$ cat config.mk
export PLATFORM = sky130hd
export DESIGN_NAME = battle_engine
export DESIGN_NICKNAME = d
export VERILOG_FILES = /design/src/rtl/battle_pkg.sv /design/src/rtl/battle_lfsr.sv /design/src/rtl/battle_engine.sv
export SDC_FILE = /design/constraint.sdc
export NUM_CORES = 1
export LEC_CHECK = 0
export CAP_MARGIN = 5
export CELL_PAD_IN_SITES_DETAIL_PLACEMENT = 0
export CELL_PAD_IN_SITES_GLOBAL_PLACEMENT = 2
export CORE_MARGIN = 8
export CORE_UTILIZATION = 35
export DETAILED_ROUTE_END_ITERATION = 12
export GPL_TIMING_DRIVEN = 0
export PLACE_DENSITY = 0.92
export SETUP_SLACK_MARGIN = 0.15
export SLEW_MARGIN = 10
export SYNTH_ARGS = -nofsm -noshare
export SYNTH_HDL_FRONTEND = slang
export SYNTH_SLANG_ARGS = --single-unit
$ cat constraint.sdc
create_clock -name clk_b -period 5.94 [get_ports clk_b]
set_clock_uncertainty 0.05 [all_clocks]
set_input_delay 0.594 -clock clk_b [delete_from_list [all_inputs] [get_ports clk_b]]
set_output_delay 0.594 -clock clk_b [all_outputs]
set_load 0.05 [all_outputs]
$ cat src/rtl/battle_pkg.sv
// Shared types for the battle engine: FSM states, player moves, PS/2 scancodes
// and the LFSR step function.
package battle_pkg;

  typedef enum logic [2:0] {
    IDLE,
    P_TURN,
    P_RESOLVE,
    E_WAIT,
    E_RESOLVE,
    WIN,
    LOSE
  } state_t;

  typedef enum logic [1:0] {
    LIGHT,
    HEAVY,
    HEAL
  } move_t;

  typedef struct packed {
    logic  hit;
    move_t mv;
  } key_dec_t;

  localparam logic [7:0]  KEY_LIGHT = 8'h1C;
  localparam logic [7:0]  KEY_HEAVY = 8'h1B;
  localparam logic [7:0]  KEY_HEAL  = 8'h23;

  // Galois feedback mask for taps 16,14,13,11 (right-shifting form)
  localparam logic [15:0] LFSR_TAPS = 16'hB400;

  function automatic key_dec_t decode_key(input logic [7:0] code);
    key_dec_t d;
    d.hit = 1'b1;
    d.mv  = LIGHT;
    case (code)
      KEY_LIGHT: d.mv = LIGHT;
      KEY_HEAVY: d.mv = HEAVY;
      KEY_HEAL:  d.mv = HEAL;
      default:   d.hit = 1'b0;
    endcase
    return d;
  endfunction

  function automatic logic [15:0] lfsr_step(input logic [15:0] s);
    return (s >> 1) ^ (s[0] ? LFSR_TAPS : 16'h0000);
  endfunction

endpackage

$ cat src/rtl/battle_lfsr.sv
// Free-running 16-bit Galois LFSR; advances every clock, shared with overworld AI.
module battle_lfsr
  import battle_pkg::*;
#(
  parameter logic [15:0] SEED = 16'hACE1
) (
  input  logic        clk_b,
  input  logic        rst_b,
  output logic [15:0] out
);

  logic [15:0] lfsr_q;

  always_ff @(posedge clk_b) begin
    if (rst_b) begin
      lfsr_q <= SEED;
    end else begin
      lfsr_q <= lfsr_step(lfsr_q);
    end
  end

  assign out = lfsr_q;

endmodule

$ cat src/rtl/battle_engine.sv
// Turn-based battle FSM: PS/2 player moves, LFSR-driven enemy strikes, HUD outputs.
// Optional critical hits are compiled in with the BATTLE_CRIT_EN macro.
module battle_engine
  import battle_pkg::*;
#(
  parameter int          HP_P_W      = 7,
  parameter int          HP_E_W      = 8,
  parameter int          ATK_W       = 3,
  parameter int          P_HP_MAX    = 100,
  parameter int          E_HP_MAX    = 50,
  parameter int          BOSS_HP_MAX = 200,
  parameter int          LIGHT_DMG   = 3,
  parameter int          HEAVY_DMG   = 7,
  parameter int          HEAL_AMT    = 10,
  parameter int          COOLDOWN    = 2,
  parameter int          BOSS_BONUS  = 2,
  parameter int          ENEMY_DELAY = 16,
  parameter logic [15:0] LFSR_SEED   = 16'hACE1
) (
  input  logic              clk_b,
  input  logic              rst_b,
  input  logic              col_e,
  input  logic              boss,
  input  logic [7:0]        key_in,
  input  logic              key_valid,
  output logic [HP_P_W-1:0] HP_player,
  output logic [HP_E_W-1:0] HP_enemy,
  output logic [ATK_W-1:0]  p_attack,
  output logic [ATK_W-1:0]  e_attack,
  output logic              battle_active,
  output logic              win,
  output logic              lose,
  output logic              heavy_ready
`ifdef BATTLE_CRIT_EN
  ,
  output logic              crit
`endif
);

  localparam int CD_W  = (COOLDOWN > 0) ? $clog2(COOLDOWN + 1) : 1;
  localparam int DLY_W = (ENEMY_DELAY > 1) ? $clog2(ENEMY_DELAY) : 1;
  localparam int ED_W  = ATK_W + 2;
  localparam int PS_W  = (HP_P_W > ED_W) ? HP_P_W : ED_W;
  localparam int PD_W  = HP_E_W + 2;

  localparam logic [HP_P_W-1:0] P_FULL   = HP_P_W'(P_HP_MAX);
  localparam logic [HP_P_W:0]   P_CAP    = (HP_P_W + 1)'(P_HP_MAX);
  localparam logic [HP_P_W:0]   HEAL_X   = (HP_P_W + 1)'(HEAL_AMT);
  localparam logic [HP_E_W-1:0] E_START  = HP_E_W'(E_HP_MAX);
  localparam logic [HP_E_W-1:0] B_START  = HP_E_W'(BOSS_HP_MAX);
  localparam logic [PD_W-1:0]   LIGHT_X  = PD_W'(LIGHT_DMG);
  localparam logic [PD_W-1:0]   HEAVY_X  = PD_W'(HEAVY_DMG);
  localparam logic [ED_W-1:0]   BONUS_X  = ED_W'(BOSS_BONUS);
  localparam logic [CD_W-1:0]   CD_LOAD  = CD_W'(COOLDOWN);
  localparam logic [DLY_W-1:0]  DLY_LOAD = DLY_W'(ENEMY_DELAY - 1);

  state_t              state_q, state_d;
  move_t               move_q, move_d;
  logic                col_prev_q;
  logic                boss_q, boss_d;
  logic [HP_P_W-1:0]   hp_p_q, hp_p_d;
  logic [HP_E_W-1:0]   hp_e_q, hp_e_d;
  logic [ATK_W-1:0]    p_atk_q, p_atk_d;
  logic [ATK_W-1:0]    e_atk_q, e_atk_d;
  logic [CD_W-1:0]     cd_q, cd_d;
  logic [DLY_W-1:0]    dly_q, dly_d;

  logic [15:0]         lfsr_w;
  logic                unused_lfsr_bits;
  logic                col_rise;
  key_dec_t            key_dec;
  logic                key_take;
  logic [PD_W-1:0]     p_dmg;
  logic [ATK_W-1:0]    p_atk_val;
  logic [HP_E_W-1:0]   hp_e_hit;
  logic [HP_E_W-1:0]   hp_e_res;
  logic [HP_P_W:0]     heal_sum;
  logic [HP_P_W-1:0]   hp_heal;
  logic [ED_W-1:0]     e_dmg;
  logic [PS_W-1:0]     e_dmg_ext;
  logic [HP_P_W-1:0]   hp_p_hit;

  battle_lfsr #(
    .SEED (LFSR_SEED)
  ) u_lfsr (
    .clk_b (clk_b),
    .rst_b (rst_b),
    .out   (lfsr_w)
  );

  assign unused_lfsr_bits = ^lfsr_w[15:ATK_W];

  assign col_rise = col_e & ~col_prev_q;
  assign key_dec  = decode_key(key_in);
  // A heavy attack still on cooldown is treated exactly like an unknown key.
  assign key_take = (state_q == P_TURN) && key_valid && key_dec.hit &&
                    ((key_dec.mv != HEAVY) || (cd_q == '0));

`ifdef BATTLE_CRIT_EN
  logic crit_hit;
  assign crit_hit = (state_q == P_RESOLVE) && (move_q != HEAL) && (lfsr_w[7:5] == 3'b111);
`endif

  always_comb begin
    p_dmg     = (move_q == HEAVY) ? HEAVY_X : LIGHT_X;
    p_atk_val = p_dmg[ATK_W-1:0];
`ifdef BATTLE_CRIT_EN
    if (crit_hit) begin
      p_dmg     = p_dmg << 1;
      p_atk_val = (|(p_dmg >> ATK_W)) ? '1 : p_dmg[ATK_W-1:0];
    end
`endif
  end

  assign hp_e_hit = (p_dmg >= PD_W'(hp_e_q)) ? '0 : hp_e_q - p_dmg[HP_E_W-1:0];
  assign hp_e_res = (move_q == HEAL) ? hp_e_q : hp_e_hit;

  assign heal_sum = {1'b0, hp_p_q} + HEAL_X;
  assign hp_heal  = (heal_sum > P_CAP) ? P_FULL : heal_sum[HP_P_W-1:0];

  // Enemy damage keeps two headroom bits so the boss bonus never wraps.
  assign e_dmg     = {2'b00, lfsr_w[ATK_W-1:0]} + (boss_q ? BONUS_X : ED_W'(0));
  assign e_dmg_ext = PS_W'(e_dmg);
  assign hp_p_hit  = (e_dmg_ext >= PS_W'(hp_p_q)) ? '0 : hp_p_q - e_dmg_ext[HP_P_W-1:0];

  always_ff @(posedge clk_b) begin
    if (rst_b) begin
      state_q    <= IDLE;
      move_q     <= LIGHT;
      col_prev_q <= 1'b0;
      boss_q     <= 1'b0;
      hp_p_q     <= P_FULL;
      hp_e_q     <= '0;
      p_atk_q    <= '0;
      e_atk_q    <= '0;
      cd_q       <= '0;
      dly_q      <= '0;
    end else begin
      state_q    <= state_d;
      move_q     <= move_d;
      col_prev_q <= col_e;
      boss_q     <= boss_d;
      hp_p_q     <= hp_p_d;
      hp_e_q     <= hp_e_d;
      p_atk_q    <= p_atk_d;
      e_atk_q    <= e_atk_d;
      cd_q       <= cd_d;
      dly_q      <= dly_d;
    end
  end

  always_comb begin
    state_d = state_q;
    case (state_q)
      IDLE:      if (col_rise) state_d = P_TURN;
      P_TURN:    if (key_take) state_d = P_RESOLVE;
      P_RESOLVE: state_d = (hp_e_res == '0) ? WIN : E_WAIT;
      E_WAIT:    if (dly_q == '0) state_d = E_RESOLVE;
      E_RESOLVE: state_d = (hp_p_hit == '0) ? LOSE : P_TURN;
      WIN, LOSE: if (!col_e) state_d = IDLE;
      default:   state_d = IDLE;
    endcase
  end

  always_comb begin
    boss_d  = boss_q;
    move_d  = move_q;
    hp_p_d  = hp_p_q;
    hp_e_d  = hp_e_q;
    p_atk_d = p_atk_q;
    e_atk_d = e_atk_q;
    cd_d    = cd_q;
    dly_d   = dly_q;
    case (state_q)
      IDLE: begin
        if (col_rise) begin
          boss_d  = boss;
          hp_e_d  = boss ? B_START : E_START;
          p_atk_d = '0;
          e_atk_d = '0;
        end
      end
      P_TURN: begin
        if (key_take) move_d = key_dec.mv;
      end
      P_RESOLVE: begin
        hp_e_d = hp_e_res;
        if (move_q == HEAL) begin
          hp_p_d  = hp_heal;
          p_atk_d = '0;
        end else begin
          p_atk_d = p_atk_val;
        end
        if (move_q == HEAVY) begin
          cd_d = CD_LOAD;
        end else if (cd_q != '0) begin
          cd_d = cd_q - CD_W'(1);
        end
        dly_d = DLY_LOAD;
      end
      E_WAIT: begin
        if (dly_q != '0) dly_d = dly_q - DLY_W'(1);
      end
      E_RESOLVE: begin
        e_atk_d = e_dmg[ATK_W-1:0];
        hp_p_d  = hp_p_hit;
      end
      LOSE: begin
        if (!col_e) hp_p_d = P_FULL;
      end
      default: ;
    endcase
  end

  always_comb begin
    battle_active = 1'b0;
    win           = 1'b0;
    lose          = 1'b0;
    case (state_q)
      IDLE:    ;
      WIN:     win  = 1'b1;
      LOSE:    lose = 1'b1;
      default: battle_active = 1'b1;
    endcase
`ifdef BATTLE_CRIT_EN
    crit = crit_hit;
`endif
  end

  assign HP_player   = hp_p_q;
  assign HP_enemy    = hp_e_q;
  assign p_attack    = p_atk_q;
  assign e_attack    = e_atk_q;
  assign heavy_ready = (cd_q == '0);

endmodule
==> results of run 1 <==
## registers in the layout, indices dropped and copies added (netlist names), 3 cells and up
signal and count:
HP_enemy 8, dly_q 4, e_attack 3, HP_player 7
state_q 3, u_lfsr.out 16
## cell usage after synthesis (all sizes together) (6+ instances only)
library cell | count | share of area (%)
nand3 | 11 | 1.9
nand3b | 6 | 1.6
inv | 17 | 2.2
nand2b | 9 | 2.0
nor3 | 12 | 2.1
a21oi | 32 | 5.6
o21ai | 19 | 3.3
xnor2 | 7 | 2.1
a211oi | 8 | 2.1
dfxtp | 49 | 34
nor2b | 13 | 2.9
clkbuf | 16 | 2.1
ha | 11 | 4.8
nand2 | 28 | 3.7
or2 | 9 | 2.0
nor2 | 29 | 3.8
## area by class of cell
type	instances	area share, %
multi-input combinational	269	50.05
timing repair buffer	37	10.67
buffer	21	2.667
tap	105	3.784
clock buffer	5	1.982
inverter	17	1.838
sequential	49	28.25
clock inverter	3	0.7568
## stage by stage
step                util, %  instance area, um^2
finish                42.90                 3472
detailed placement    41.73                 3377
global route          42.90                 3472
global placement      41.73                 3377
CTS                   42.90                 3472
floorplan                 -                 2875
## cell families after synthesis
group / Yosys count
adder cells (fa/ha/maj): 12
multiplexers: 4
XOR/XNOR: 12
AND/OR/NAND/NOR: 144
AO/OA/AOI/OAI: 97
flip-flops: 49
buffers and inverters: 38
## critical path, delay by kind of cell (launching register included)
| family | cells | cell delay, ns |
|---|---|---|
| DFF | 1 | 0.32 |
| AOI/OAI and AO/OA | 1 | 0.17 |
| buffers and inverters | 3 | 1.39 |
| and+or+nand+nor | 2 | 0.25 |
## worst paths after layout
| check | from | end | slack, ns | cells past startpoint |
|---|---|---|---|---|
| setup / recovery | state_q[0] | battle_active | 2.87 | 6 |
| hold reg to reg | u_lfsr.out[7] | u_lfsr.out[6] | 0.37 | 1 |
| setup reg to reg | boss_q | state_q[2] | 3.07 | 10 |
| hold / removal | u_lfsr.out[7] | u_lfsr.out[6] | 0.37 | 1 |
## power by group through the flow
stage          sequential (uW)  combinational (uW)  clock, uW
2_1_floorplan              378                99.4          0
5_1_grt                    360                 180        237
3_3_place_gp               365                 163          0
3_5_place_dp               365                 164          0
4_1_cts                    358                 164        224
6_report                   357                 164        217
## routing by layer
metal / part of all wire (%) / GRT usage (%)
met5: 0 / 0
met4: 1.1 / 3.618
met3: 3.6 / 2.340
met2: 47 / 22.07
met1: 48 / 17.39
==> results.md, run 1 <==
Drt:
- The wire length per cell is 15.00 um.
- In this run, the number of DRC markers left after iteration 0 of detailed routing was 102.
- In the routed layout, each cell is associated on average with a via count of 5.294.
- The final layout contains routed wiring with a total length of 7592 um.
- In this run the remaining antenna-violating nets after routing total 0.
- In the routed design, unresolved DRC markers number 0.
- The via count is 2679.
- The detailed-routing iteration count for the pre-antenna-repair pass is 4.

Die:
- The area enclosed by the die boundary is 11370 um^2.
- Measured along the x axis, the die boundary spans 106.6 um.
- Pin placement for this block handled 38 I/O pins.
- The die height is 106.6 um.
- Once the floorplan was initialized, standard cells occupied 35.53% of the core.
- In this run the core area contains 33 standard-cell rows.
- The region available for standard cell placement spans 8093 um^2.

Critical path:
- The worst setup path is of the flop to output pin kind.
- STA classifies the critical path startpoint as a flop.
- In this design, the stage delay of the slowest critical-path cell is 0.84 ns.
- The slowest stage of the critical path is the clkdlybuf4s50_1 cell.
- STA classifies the critical path endpoint as an output pin.
- The critical path arrival is 2.43 ns.
- In this run the worst path has a maximum fanout of 10.
- The required time of the worst setup path is 5.30 ns.
- Walking the worst path, the cells encountered are buf_2 > clkbuf_1 > or2_2 > nor2_1 > a21oi_1 > clkdlybuf4s50_1.

Synthesis:
- The gate count of the mapped netlist is 356.
- The synthesized netlist devotes 5.483% of its cell area to adder and majority cells.
- The synthesized netlist devotes 23.15% of its cell area to compound gates.
- The Yosys step of the flow raised 0 warnings.
- A synthesized cell averages 8.077 um^2.
- Of the total synthesized cell area, the portion taken by AND, OR, NAND and NOR gates is 26.76%.
- The synthesized netlist net count is 381.
- Yosys mapped a number of flops with a built-in enable equal to 0.
- For this run, the register share of the synthesized area comes to 34.12%.
- The dominant combinational cell family by area after synthesis is simple AND/OR/NAND/NOR gates.
- After synthesis, the share of flip-flops with an asynchronous set or reset is 0%.
- The post-synthesis cell area is 2875 um^2.
- The post-synthesis sequential element count is 49.
- The share of cell area taken by muxes after synthesis is 1.393%.
- The top flip-flop cell by instance count after synthesis is dfxtp_1.
- The synthesized netlist contains 60 unique library cells.
- Summing the areas of all xor and xnor instances in the mapped netlist gives 3.655% of the synthesized area.

Cells and area:
- Summing all multi-input logic gate instances after layout gives 1738 um^2.
- The most common cell after layout, fill and taps aside is dfxtp_1.
- The count of nets after finishing is 425.
- In the layout the commonest cells are 49 x dfxtp_1, 37 x clkdlybuf4s50_1, 32 x a21oi_1.
- The number of antenna diodes in the final layout is 0.
- Relative to the synthesized area, the layout overhead comes to 20.76%.
- The area occupied by registers is 980.9 um^2.
- The post-route netlist has 7.232% of its cells at a drive strength greater than 1.
- Excluding fillers, the count of instances in the completed layout stands at 506.
- Fill cells in the final layout number 859.

Hold path:
- The type of the most critical hold path is flop to flop.

Power and ir drop:
- Power spread over the standard cell area amounts to 212.6 nW/um^2.
- Sequential cells account for 48.4% of the total power.
- In this run, the combinational gates consume 22.2% of the power.
- The fraction of power spent switching nets is 32.40%.
- Cell internal power was estimated by the tool at 498.9 uW.
- The clock share of power is 29.4%.
- The static leakage is 0.001277 uW.
- The analysis attributes to net switching a power of 239.2 uW.
- Summing internal, switching and leakage power gives 738.1 uW.
- The largest voltage drop on the vdd net is 0.1074 mV.

Timing:
- The max-slew headroom at the worst pin is 45.12%.
- The slew at the pin closest to its max-slew limit is 0.8125 ns.
- Setup violations remaining at the end of the flow were counted as 0.
- The highest achievable clock rate is 0.3254 GHz.
- The final count of hold timing violations is 0.
- The final hold slack is 0.3683 ns.
- Setup repair after global routing left no endpoint under its margin.
- The final-report max-slew violation count is 0.
- The final critical path takes up 51.74% of the cycle.
- The minimum clock period is 3.073 ns.
- The slack of the critical path is 2.867 ns.
- The summed negative setup slack over all endpoints is 0 ns.

Run:
- The tool flagged a number of max-cap violations equal to 0.

Clock tree:
- Clock-pin slew was measured on the worst setup and hold paths at 0.10 ns.
- The clock reaches the later pin of the worst-skew pair after 0.31 ns.
- Once the clock tree was built, the resizer swapped 0 gates to a different size.
- In this run, CTS created clock tree buffers numbering 5.
- Buffers added to address setup during post-CTS repair amount to 0.
- The H-tree was split into 2 levels.
- The clock root buffer is clkbuf_8.
- The clock net in this run drives a total of 49 sinks.
- TritonCTS built the clock tree.
- After clock tree synthesis, the flow added hold-fix buffers numbering 0.
- No sink is reached through more buffers than the 2 on the longest clock path.

Global routing:
- Entering global routing, the biggest net connects 19 pins.
- The via count of the first global-routing pass was 2520.
- The first global-routing pass estimated 12610 um of wire.
- The total congestion overflow after global routing is 0.
- The total routing usage reported by global routing is 13.33%.
- The number of antenna violations at the first check in global routing was 0.

Placed design:
- Prior to clock tree synthesis, the placed netlist has a worst setup slack of 3.062 ns.
- Buffers placed on the I/O ports in this run total 37.
- The number of instances in the placed design is 498.
- The final HPWL from detailed placement is 5742 um.
- The congestion estimate from routability-driven global placement came to 0.8586.

Status:
- The run finished with clean final reports.
No activity file was read; power rests on OpenSTA's default activity.
==> run 2, diff against run 1 <==
- CORE_UTILIZATION: 35 -> 29
- PLACE_DENSITY: 0.92 -> 0.82
- clock period: 5.94 -> 2.49 ns (I/O delays scaled with it)
==> results.md, run 2 (synthesis results as in run 1) <==
Clock tree:
- The hold-fix buffer count after cts came to 0 (unchanged).
- The H-tree level count was 2 (unchanged).
- The number of CTS-inserted buffers is 5 (unchanged).
- The number of sinks handled by clock tree synthesis came to 49 (unchanged).
- The clock latency on the worst-skew pair was 0.31 ns (about the same).
- TritonCTS built the clock tree.
- The buffer levels on the longest clock path is 2 (unchanged).
- The clock-pin slew reported for the worst setup and hold paths after clock tree synthesis came to 0.11 ns (about the same).
- The clock root buffer is clkbuf_8.

Critical path:
- The category of the critical setup timing path is flop to flop.
- The highest net fanout along the worst path was 5 (-5).
- The endpoint kind of the worst setup timing path is a flop.
- The critical path arrival is 2.60 ns (+0.17 ns).
- The worst setup path is launched from a flop.
- The required time of the worst setup path is 2.62 ns (-2.68 ns).

Drt:
- The DRC violation total after the first TritonRoute iteration is 120 (+18%).
- The final routed DRC violation total came to 0 (unchanged).
- The via count is 2750 (+2.7%).
- The wire length per cell is 14.81 um (-1.3%).
- The mean number of vias per cell is 5.074 (-4.2%).
- The total wire length is 8028 um (+5.7%).
- The detailed-routing iteration count for the pre-antenna-repair pass came to 4 (unchanged).
- The number of nets with antenna violations after detailed routing came to 0 (unchanged).

Die:
- The die height is 115.6 um (+8.4%).
- The number of top-level pins was 38 (unchanged).
- The area enclosed by the die boundary came to 13360 um^2 (+17%).
- The die span in x was 115.6 um (+8.4%).
- The count of standard-cell rows is 36 (+9.1%).
- The core area was 9684 um^2 (+20%).
- The initial cell density of the core is 29.69% (-5.8 points).

Global routing:
- The total congestion overflow after global routing is 0 (unchanged).
- The total routing usage reported by global routing is 12.28% (-1.1 points).
- The number of antenna violations at the first check in global routing is 0 (unchanged).
- The pin count of the biggest net entering global routing is 17 (-2).
- The via count of the first global-routing pass is 2568 (+1.9%).
- The global-route wire length before repair is 13210 um (+4.8%).

Timing:
- Setup repair after global routing could not meet its margin everywhere.
- The slew at the pin closest to its max-slew limit is 0.7880 ns (-0.02452 ns).
- After layout, the minimum clock period comes to 2.467 ns.
- The final count of hold timing violations came to 0 (unchanged).
- The max-slew headroom at the worst pin is 46.78% (+1.7 points).
- Derived from the worst setup path, the maximum achievable clock frequency is 0.4054 GHz.
- The count of final setup violators came to 0 (unchanged).
- The summed negative setup slack over all endpoints is 0 ns (unchanged).
- The final-report max-slew violation count is 0 (unchanged).
- Dividing the final minimum period by the clock period gives 99.07%.

Power and ir drop:
- The internal power summed over all cells is 1251 uW (+150%).
- The clock share of power is 30.5% (+1.1 points).
- The power per cell area was 487.9 nW/um^2 (+130%).
- The part of the power in combinational logic is 22.6% (+0.4 points).
- The switching power of the nets is 563.2 uW (+140%).
- The static leakage is 0.001362 uW (+6.6%).
- The fraction of power spent switching nets came to 31.04% (-1.4 points).
- The largest voltage drop on the vdd net came to 0.1720 mV (+60%).
- The sequential group share of total power came to 46.9% (-1.5 points).

Cells and area:
- The count of nets after finishing is 433 (+1.9%).
- The post-layout instance count excluding filler cells was 542 (+7.1%).
- The library cell used most frequently in the layout, excluding fill and tap cells, is dfxtp_1.
- The flip-flop count of the largest register after layout came to 16 (unchanged).
- The fraction of layout instances using a drive strength above 1 is 17.11% (+9.9 points).
- The count of antenna diodes in the layout is 0 (unchanged).
- The top cell types in the final layout, fill and taps aside, are 41 x dfxtp_1, 34 x clkdlybuf4s50_1, 29 x nor2_1, 29 x a21oi_1, 28 x nand2_1.
- The number of inserted filler cells in the final layout was 1000 (+16%).
- The area growth from synthesis to layout is 29.33%.

Placed design:
- The number of instances in the placed design is 526 (+5.6%).
- The final estimated routing congestion in global placement is 0.8282 (-3.5%).
- The number of I/O port buffers came to 37 (unchanged).
- The final HPWL from detailed placement is 5926 um (+3.2%).

Status:
- The flow ran to the end, and the final reports show no timing, DRC or antenna violations.

Run:
- The max-cap violation count was 0 (unchanged).

Hold path:
- The tightest min-delay check is of the flop to flop type.
## run 2: cell count changes in the layout (fill, tap and decap cells not counted), sizes merged
cell           before  now
dlygate4sd2         0    1
clkinv              0    1
clkdlybuf4s15       0    1
inv                20   17
clkdlybuf4s50      37   34
clkbuf             21   22
buf                 5   14
clkinvlp            0    1
## run 2: repair_timing
item | in CTS | in global routing
buffers inserted | 6 | 2
resized for setup | 18 | 15
setup endpoints to repair | 12 | 16
pin swaps | 12 | 5
gates cloned | 0 | 0
## run 2: area by class of cell
| cell class | count | area [um^2] | area share, % |
|---|---|---|---|
| well taps | 133 | 166.4 | 4.475 |
| inverters | 17 | 63.81 | 1.716 |
| repair buffers | 45 | 425.4 | 11.44 |
| clock inverters | 2 | 16.27 | 0.4374 |
| flip-flops and latches | 49 | 996.0 | 26.78 |
| clock buffers | 6 | 93.84 | 2.524 |
| plain buffers | 21 | 95.09 | 2.557 |
| multi-input cells | 269 | 1862 | 50.07 |
## run 2: power by group through the flow
stage                     Clock, uW  Combinational, uW  Sequential (uW)
after floorplan                   0                240              902
after global placement            0                393              870
after detailed placement          0                392              870
after CTS                       568                401              852
after global routing            609                449              857
final                           554                409              851
## run 2: critical path, cell delays in order, from the launching register on
cell	delay, ns
dfxtp_2	0.36
ha_4	0.16
ha_4	0.26
inv_2	0.04
ha_4	0.28
nand4_1	0.11
a2111o_1	0.48
and2_4	0.20
a222oi_1	0.33
nor2_1	0.07
## run 2: worst paths after layout
kind / endpoint / cells past startpoint / startpoint / slack (ns)
setup / recovery: HP_player[4] / 9 / boss_q / 0.02
hold / removal: u_lfsr.out[6] / 1 / u_lfsr.out[7] / 0.37
setup reg to reg: HP_player[4] / 9 / boss_q / 0.02
hold reg to reg: u_lfsr.out[6] / 1 / u_lfsr.out[7] / 0.37
## run 2: metrics by stage
step	hold slack [ns]	worst slack [ns]	util, %	area (um^2)	power (uW)
finish	0.3703	0.02311	38.40	3719	1814
global route	0.3893	-0.03378	38.40	3719	1915
CTS	0.3717	-0.01649	37.86	3666	1821
detailed placement	0.3467	-0.1431	35.62	3450	1262
global placement	0.3447	-0.1396	35.62	3450	1263
floorplan	0.3272	0.1422	-	2913	1142
## run 2: metal layers
metal / GRT usage (%) / share of wire [%]
met5: 0 / 0
met3: 2.501 / 4.6
met4: 3.503 / 1.2
met1: 16.50 / 49
met2: 19.34 / 45
==> run 3, diff against run 2 <==
- CORE_UTILIZATION: 29 -> 33
- PLACE_DENSITY: 0.82 -> 0.87
- clock period: 2.49 -> 2.31 ns (I/O delays scaled with it)
==> results.md, run 3 (synthesis results as in run 1) <==
Status:
- The flow ran to the end, but the final reports show violations.
- The checks that failed: setup timing.

Clock tree:
- The number of CTS-inserted buffers is 5 (unchanged).
- The tree is rooted in a clkbuf_8.
- The clock-pin slew reported for the worst setup and hold paths after clock tree synthesis was 0.10 ns (about the same).
- The clock latency on the worst-skew pair is 0.31 ns (about the same).
- The H-tree level count is 2 (unchanged).
- TritonCTS built the clock tree.
- The buffer levels on the longest clock path is 2 (unchanged).
- The number of sinks handled by clock tree synthesis is 49 (unchanged).

Cells and area:
- The number of inserted filler cells in the final layout was 874 (-13%).
- The library cells used most frequently in the layout, excluding fill and tap cells, are 37 x dfxtp_1, 34 x clkdlybuf4s50_1, 27 x nor2_1, 27 x nand2_1, 26 x a21oi_1.
- The count of antenna diodes in the layout came to 0 (unchanged).
- The fraction of layout instances using a drive strength above 1 was 24.15% (+7.0 points).
- The final design area excluding fillers is 3865 um^2 (+3.9%).
- The area taken by multi-input logic gates came to 1956 um^2 (+5.0%).
- The area occupied by registers is 1003 um^2 (+0.75%).
- The post-layout instance count excluding filler cells is 522 (-3.7%).
- The area growth from synthesis to layout is 34.42%.
- The flip-flop count of the largest register after layout is 16 (unchanged).
- The final core utilization is 44.98% (+6.6 points).
- The most common cell after layout, fill and taps aside is dfxtp_1.
- The count of nets after finishing is 438 (+1.2%).

Critical path:
- The delay of the slowest critical-path stage is 0.46 ns (-0.02 ns).
- STA classifies the critical path startpoint as a flop.
- The highest net fanout along the worst path is 6 (+1).
- The depth of the worst register-to-register path is 9 (unchanged).
- The endpoint kind of the worst setup timing path is a flop.
- The reg-to-reg setup timing slack is -0.11 ns (-0.13 ns).
- The required time of the worst setup path is 2.45 ns (-0.17 ns).
- The worst register-to-register path begins at u_lfsr.out[1].
- The cell repeated most along the worst path is ha_4.
- The slowest stage of the critical path is the a2111o_1 cell.
- The gate family responsible for the most delay along the worst path is compound AO/OA/AOI/OAI gates.
- The endpoint of the lowest-slack register-to-register path is HP_player[4].
- The critical path arrival is 2.57 ns (-0.03 ns).
- The sum of buffers and inverters on the critical path is 1 (unchanged).
- The category of the critical setup timing path is flop to flop.
- Walking the worst path, the cells encountered are ha_4 > ha_4 > inv_2 > ha_4 > nand4_1 > a2111o_1 > and2_4 > a222oi_1 > nor2_1.

Timing:
- The count of final setup violators was 7 (+7).
- The final count of hold timing violations is 0 (unchanged).
- The slew at the pin closest to its max-slew limit is 0.8128 ns (+0.02481 ns).
- Setup repair after global routing could not meet its margin everywhere.
- The post-route fraction of the period consumed by the critical path is 104.8% (+5.7 points).
- The slack of the critical path was -0.1104 ns (-0.1335 ns).
- The highest achievable clock rate is 0.4131 GHz (+1.9%).
- The max-slew headroom at the worst pin came to 45.10% (-1.7 points).
- The minimum clock period was 2.420 ns (-0.04646 ns).
- The final-report max-slew violation count is 0 (unchanged).

Die:
- The area enclosed by the die boundary is 11960 um^2 (-10%).
- The initial cell density of the core is 33.46% (+3.8 points).
- The die height is 109.3 um (-5.4%).
- The count of standard-cell rows is 34 (-5.6%).
- The number of top-level pins is 38 (unchanged).
- The die span in x is 109.3 um (-5.4%).
- The core area is 8593 um^2 (-11%).

Power and ir drop:
- The internal power summed over all cells came to 1428 uW (+14%).
- The part of the power in combinational logic is 22.7% (about the same).
- The static leakage is 0.001427 uW (+4.8%).
- The switching power of the nets is 628.8 uW (+12%).
- The sequential group share of total power is 44.7% (-2.2 points).
- The largest voltage drop on the vdd net came to 0.2598 mV (+51%).
- The power per cell area was 532.3 nW/um^2 (+9.1%).
- The clock share of power came to 32.6% (+2.1 points).
- The fraction of power spent switching nets is 30.57% (-0.47 points).
- The overall power of the completed layout came to 2057 uW (+13%).

Drt:
- The final routed DRC violation total is 0 (unchanged).
- The mean number of vias per cell is 5.307 (+4.6%).
- The via count is 2770 (+0.73%).
- The number of nets with antenna violations after detailed routing was 0 (unchanged).
- The total wire length came to 8059 um (+0.39%).
- The wire length per cell is 15.44 um (+4.2%).
- The DRC violation total after the first TritonRoute iteration is 105 (-13%).
- The detailed-routing iteration count for the pre-antenna-repair pass is 4 (unchanged).

Global routing:
- The number of antenna violations at the first check in global routing is 0 (unchanged).
- The total congestion overflow after global routing is 0 (unchanged).
- The pin count of the biggest net entering global routing is 17 (unchanged).
- The total routing usage reported by global routing was 13.51% (+1.2 points).
- The global-route wire length before repair is 13010 um (-1.5%).
- The via count of the first global-routing pass came to 2582 (+0.55%).

Placed design:
- The cell area reported after detailed placement is 3465 um^2 (+0.44%).
- The pre-CTS worst setup slack is -0.2052 ns (-0.06214 ns).
- The final estimated routing congestion in global placement was 0.8119 (-2.0%).
- The number of instances in the placed design was 501 (-4.8%).
- The number of I/O port buffers was 37 (unchanged).
- The final HPWL from detailed placement is 5864 um (-1.0%).

Hold path:
- The worst hold path depth is 1 (unchanged).
- The worst hold path begins at u_lfsr.out[7].
- The endpoint of the worst hold-timing path is u_lfsr.out[6].
- The type of the most critical hold path is flop to flop.

Run:
- The max-cap violation count is 0 (unchanged).
## run 3: per-layer routing
metal / up-vias / routed length (um) / GRT usage (%)
li1: 1392 / - / -
met1: 1317 / 3927 / 18.38
met2: 50 / 3702 / 21.32
met3: 11 / 304 / 2.345
met4: 0 / 123 / 4.050
met5: - / 0 / 0
## run 3: power by group through the flow
| stage | Sequential [uW] | Combinational, uW | Clock, uW |
|---|---|---|---|
| 5_1_grt | 925 | 509 | 713 |
| 3_5_place_dp | 939 | 429 | 0 |
| 6_report | 920 | 466 | 671 |
| 2_1_floorplan | 973 | 262 | 0 |
| 3_3_place_gp | 939 | 428 | 0 |
| 4_1_cts | 921 | 451 | 682 |
## run 3: stage by stage
step                setup TNS [ns]  hold slack (ns)
floorplan                        0           0.3092
global placement            -1.230           0.3432
detailed placement          -1.040           0.3471
CTS                        -0.5065           0.3738
global route                -1.042           0.3831
finish                     -0.5166           0.3699
## run 3: worst max path at each step
stage / slack, ns / to / startpoint / cells after the start
floorplan: 0.003 / HP_player[4] / u_lfsr.out[1] / 10
global placement: -0.23 / state_q[2] / move_q[1] / 9
detailed placement: -0.21 / state_q[2] / move_q[1] / 9
CTS: -0.17 / state_q[2] / move_q[1] / 9
global route: -0.21 / HP_player[4] / u_lfsr.out[1] / 9
finish: -0.11 / HP_player[4] / u_lfsr.out[1] / 9
## run 3: repair_timing
action | CTS | global route
setup buffers | 7 | 6
pin swaps | 15 | 9
hold buffers | 0 | 0
resized for setup | 35 | 27
setup endpoints to repair | 18 | 20
## run 3: area by class of cell
cell class | instances | share of cell area, %
timing repair buffer | 50 | 12.33
clock buffer | 7 | 3.075
clock inverter | 1 | 0.2266
sequential | 49 | 25.96
multi-input combinational | 269 | 50.60
buffer | 21 | 2.655
tap | 108 | 3.496
inverter | 17 | 1.651
